--- src/rtl/apb_master_bridge.sv ---
// APB requester: turns single valid/ready commands into APB SETUP/ACCESS transfers
// and returns read data or a timeout error on a valid/ready response port.
module apb_master_bridge #(
  parameter int DATA_WIDTH = 8,
  parameter int ADDR_WIDTH = 5,
  parameter int TIMEOUT    = 16
) (
  input  logic                  clk,
  input  logic                  reset,
  input  logic                  cmd_valid,
  output logic                  cmd_ready,
  input  logic                  cmd_wr,
  input  logic [ADDR_WIDTH-1:0] cmd_addr,
  input  logic [DATA_WIDTH-1:0] cmd_wdata,
  output logic                  rsp_valid,
  input  logic                  rsp_ready,
  output logic [DATA_WIDTH-1:0] rsp_rdata,
  output logic                  rsp_err,
  output logic                  sel,
  output logic                  enable,
  output logic                  wr,
  output logic [ADDR_WIDTH-1:0] addr,
  output logic [DATA_WIDTH-1:0] wdata,
  input  logic                  ready,
  input  logic [DATA_WIDTH-1:0] rdata
);

  // Keep a one-bit counter when the timeout is disabled so widths stay legal.
  localparam int CNT_W = (TIMEOUT > 0) ? $clog2(TIMEOUT + 1) : 1;
  localparam logic [CNT_W-1:0] CNT_LAST = CNT_W'((TIMEOUT > 0) ? TIMEOUT - 1 : 0);
  localparam logic [CNT_W-1:0] CNT_MAX  = '1;

  typedef enum logic [1:0] {
    IDLE   = 2'd0,
    SETUP  = 2'd1,
    ACCESS = 2'd2,
    RESP   = 2'd3
  } state_t;

  state_t                state, state_nxt;
  logic [CNT_W-1:0]      cnt, cnt_nxt;
  logic                  sel_nxt, enable_nxt, wr_nxt;
  logic [ADDR_WIDTH-1:0] addr_nxt;
  logic [DATA_WIDTH-1:0] wdata_nxt;
  logic                  rsp_valid_nxt, rsp_err_nxt;
  logic [DATA_WIDTH-1:0] rsp_rdata_nxt;

  assign cmd_ready = (state == IDLE);

  // NOTE: every next-value signal takes its current value first, so a path
  // that assigns nothing holds the register instead of inferring a latch.
  always_comb begin
    state_nxt     = state;
    cnt_nxt       = cnt;
    sel_nxt       = sel;
    enable_nxt    = enable;
    wr_nxt        = wr;
    addr_nxt      = addr;
    wdata_nxt     = wdata;
    rsp_valid_nxt = rsp_valid;
    rsp_err_nxt   = rsp_err;
    rsp_rdata_nxt = rsp_rdata;

    unique case (state)
      IDLE: begin
        if (cmd_valid) begin
          wr_nxt    = cmd_wr;
          addr_nxt  = cmd_addr;
          wdata_nxt = cmd_wr ? cmd_wdata : '0;
          sel_nxt   = 1'b1;
          state_nxt = SETUP;
        end
      end

      SETUP: begin
        enable_nxt = 1'b1;
        cnt_nxt    = '0;
        state_nxt  = ACCESS;
      end

      ACCESS: begin
        // Ready is checked first so a late ready on the limit edge still succeeds.
        if (ready) begin
          sel_nxt       = 1'b0;
          enable_nxt    = 1'b0;
          rsp_valid_nxt = 1'b1;
          rsp_err_nxt   = 1'b0;
          rsp_rdata_nxt = wr ? '0 : rdata;
          state_nxt     = RESP;
        end else if ((TIMEOUT != 0) && (cnt == CNT_LAST)) begin
          sel_nxt       = 1'b0;
          enable_nxt    = 1'b0;
          rsp_valid_nxt = 1'b1;
          rsp_err_nxt   = 1'b1;
          rsp_rdata_nxt = '0;
          state_nxt     = RESP;
        end else if (cnt != CNT_MAX) begin
          cnt_nxt = cnt + 1'b1;
        end
      end

      RESP: begin
        if (rsp_ready) begin
          rsp_valid_nxt = 1'b0;
          state_nxt     = IDLE;
        end
      end

      default: state_nxt = IDLE;
    endcase
  end

  // NOTE: sequential state uses non-blocking assignments so all registers
  // update together from the values computed before the edge.
  always_ff @(posedge clk or negedge reset) begin
    if (!reset) begin
      state     <= IDLE;
      cnt       <= '0;
      sel       <= 1'b0;
      enable    <= 1'b0;
      wr        <= 1'b0;
      addr      <= '0;
      wdata     <= '0;
      rsp_valid <= 1'b0;
      rsp_err   <= 1'b0;
      rsp_rdata <= '0;
    end else begin
      state     <= state_nxt;
      cnt       <= cnt_nxt;
      sel       <= sel_nxt;
      enable    <= enable_nxt;
      wr        <= wr_nxt;
      addr      <= addr_nxt;
      wdata     <= wdata_nxt;
      rsp_valid <= rsp_valid_nxt;
      rsp_err   <= rsp_err_nxt;
      rsp_rdata <= rsp_rdata_nxt;
    end
  end

endmodule

--- config.mk ---
export PLATFORM = sky130hd
export DESIGN_NAME = apb_master_bridge
export DESIGN_NICKNAME = d
export VERILOG_FILES = /design/src/rtl/apb_master_bridge.sv
export SDC_FILE = /design/constraint.sdc
export NUM_CORES = 1
export LEC_CHECK = 0
export BUFFER_PORTS_ARGS = -buffer_cell sky130_fd_sc_hd__buf_2
export CAP_MARGIN = 20
export CELL_PAD_IN_SITES_DETAIL_PLACEMENT = 1
export CELL_PAD_IN_SITES_GLOBAL_PLACEMENT = 1
export CORE_UTILIZATION = 36
export DETAILED_ROUTE_END_ITERATION = 16
export PLACE_DENSITY = 0.87
export REMOVE_ABC_BUFFERS = 1
export SYNTH_ARGS = -nofsm -noshare
export SYNTH_HDL_FRONTEND = slang
export SYNTH_SLANG_ARGS = --single-unit
--- constraint.sdc ---
create_clock -name clk -period 2.45 [get_ports clk]
set_clock_uncertainty 0.1 [all_clocks]
set_input_delay 0.1225 -clock clk [delete_from_list [all_inputs] [get_ports clk]]
set_output_delay 0.1225 -clock clk [all_outputs]
set_load 0.005 [all_outputs]
==> metrics.csv <==
metric,value,unit
status,"complete, no violations",
Synth Area per Inst,10.2,sq um
FMAX,450,MHz
RSZ-0062 raised after global routing,false,
Setup WS post-layout,0.228,ns
filler cell count,472,
Max Slew Vio Count,0,
final count of hold timing violations,0,
required time of the critical path,2.51,ns
most instantiated cells after synthesis,"39 x nand2_1, 33 x dfrtp_1, 20 x o21ai_0, 7 x ha_1, 6 x mux2_2",
number of iterations in the first detailed-routing pass,4,
commonest register cell after synthesis,dfrtp_1,
power per unit of standard cell area,1130,nW/um^2
category of the worst setup path launch point,flip-flop,
standard cell core area,4030,sq um
final setup violating endpoints,0,
final net count,258,
DR DRC count,0,
TritonCTS clock tree,done,
Tot GR Track Use,0.214,
class of the tightest hold or removal check,in2reg,
distinct cell type count of the synthesized netlist,30,
floorplan die height,67.0,um
number of antenna diodes,0,
area of the multi-input gates,649,sq um
reported max-cap violation count,0,
DRC violation total after the first TritonRoute iteration,45,
overflow left after global routing,0,
netlist area before placement,1520,sq um
Num CTS Buffers,5,
wire length of the first global-routing pass,6950,um
share of the synthesized area in the top cell type,0.542,
DIE WIDTH,67.0,um
buffer cell driving the clock tree root,clkbuf_8,
"FFs w/ async S/R, synth",1.00,
RD Place Congestion,0.773,
clock network latency to the later pin of the worst-skew pair,0.29,ns
placed wire-length estimate after detailed placement,2750,um
number of buffers on the longest clock path,2,
layout cell share with drive strength beyond 1,0.324,
arrival time at the worst endpoint,2.28,ns
cell types with the largest area share after synthesis,"dfrtp_1 54%, nand2_1 9.6%, o21ai_0 6.6%",
Die Area,4490,sq um
number of hold buffers added after cts,19,
number of register bits inferred by synthesis,33,
worst IR drop on VDD,0.000484,V
I/O pin count,54,
setup TNS,0,ns
pre-CTS setup slack,0.312,ns
Slew @ Worst Pin,0.741,ns
maximum number of pins on one net before global-route repair,34,
worst rel slew slack,0.506,
Worst Setup End Kind,flip-flop,
Clock Pin Slew Worst Setup and Hold Paths,0.06,ns
Worst Path Max Fanout,6,
final critical delay including setup and external delays,2.22,ns
cell with the most instances after synthesis,nand2_1,
IO buf count,53,
kind of critical path,reg2reg,
initial core utilization,0.378,
sequential share of the synthesized area,0.542,
total number of vias,1371,
H-Tree Depth,2,
Wirelength per Cell,16.0,um
Routed WL,4400,um
Rows,23,
YS warnings,0,
area taken by flip-flops and latches,826,sq um
via count of the first global-routing pass,1428,
"Period Utilization, post-route",0.907,
Post-synth EDFFs,0,
P&R area growth vs syn,41.0,%
routed via count divided by cell count,4.99,
cell leakage power,1.10,nW
cells resized by post-CTS repair,0,
setup fix buffers added after clock tree synthesis,0,
"antenna viol nets, final",0,
Post-Synthesis Cells,149,
biggest area consumer among synthesized cells,dfrtp_1,
number of sinks handled by clock tree synthesis,33,
initial antenna violation count,0,
layout make-up:
type                            instances  share of cell area
Tap cell                               50              0.0291
Multi-Input combinational cell        105               0.302
Sequential cell                        33               0.385
Inverter                                4             0.00699
Clock buffer                            7              0.0402
Clock inverter                          1              0.0140
Timing Repair Buffer                   75               0.223
sequential cells by signal, indices dropped and copies added, names as in the netlist:
register,flops
rsp_rdata,8
wdata,8
addr,5
cnt,5
state,2
enable,1
rsp_err,1
rsp_valid,1
sel,1
wr,1
metrics by stage:
stage	util	area (sq um)	total power, mW	cells	hold slack [ns]
after CTS	0.533	2150	2.42	275	0.0115
after floorplan	-	1490	1.41	142	-0.273
after global placement	0.457	1840	1.78	248	0.128
after detailed placement	0.457	1840	1.84	248	0.130
final	0.533	2150	2.42	275	0.0104
after global routing	0.533	2150	2.61	275	0.0325
worst max-delay path, stage by stage, from the launching register on:
cell	delay [ns]
dfrtp_1	0.43
ha_1	0.25
and3_1	0.18
ha_1	0.28
nor3_4	0.35
a21oi_1	0.13
or3_1	0.38
metal layers:
metal	vias to the layer above	share of wire	GRT usage
met4	0	0.018	0.0718
met3	7	0.028	0.0428
met1	681	0.40	0.246
met2	29	0.55	0.388
li1	654	-	-
met5	-	0	0
power by group:
| part | switching, mW | total, mW | internal (mW) |
|---|---|---|---|
| Sequential | 0.171 | 0.970 | 0.798 |
| Combinational | 0.480 | 0.919 | 0.439 |
| Clock | 0.202 | 0.533 | 0.332 |
| Total | 0.854 | 2.42 | 1.57 |
cells in the final DEF (no fill, tap or decap):
cell type,n
buf_2,53
nand2_1,39
dfrtp_1,33
o21ai_0,20
dlygate4sd3_1,19
ha_1,7
mux2_2,6
clkbuf_8,6
inv_1,4
a21oi_1,4
nor2b_1,3
nor2_1,3
buf_4,3
a21o_1,2
nor3b_1,2
mux2i_1,2
or3_1,2
and3_1,1
o21ai_2,1
nor2_2,1
a211oi_2,1
o32a_1,1
mux2_1,1
or4b_1,1
nand4b_1,1
nor3_4,1
nor3_1,1
and4b_1,1
nand3_1,1
o211ai_1,1
xor2_1,1
a22o_1,1
bufinv_16,1
clkbuf_1,1
kinds of logic (layout without fill, tap and decap cells):
family | after synthesis | in the layout | share of synthesized area
AO/OA/AOI/OAI | 31 | 31 | 0.120
XOR/XNOR | 1 | 1 | 0.00575
adder cells (fa/ha/maj) | 7 | 7 | 0.0575
buffers and inverters | 11 | 87 | 0.0312
flip-flops | 33 | 33 | 0.542
multiplexers | 9 | 9 | 0.0649
AND/OR/NAND/NOR | 57 | 57 | 0.178
final timing paths:
path                                          startpoint  slack [ns]  cells after the start                  endpoint
worst max register to register        cnt[0]$_DFFE_PN0P_        0.23                      6        cnt[2]$_DFFE_PN0P_
max in group asynchronous                          reset        1.44                      2        cnt[0]$_DFFE_PN0P_
min in group asynchronous                          reset        0.34                      2      wdata[6]$_DFFE_PN0P_
worst min register to register  rsp_rdata[0]$_DFFE_PN0P_        0.38                      2  rsp_rdata[0]$_DFFE_PN0P_
worst max-delay path                  cnt[0]$_DFFE_PN0P_        0.23                      6        cnt[2]$_DFFE_PN0P_
worst min-delay path                            rdata[6]        0.01                      3  rsp_rdata[6]$_DFFE_PN0P_
No activity file was read; power rests on OpenSTA's default activity.
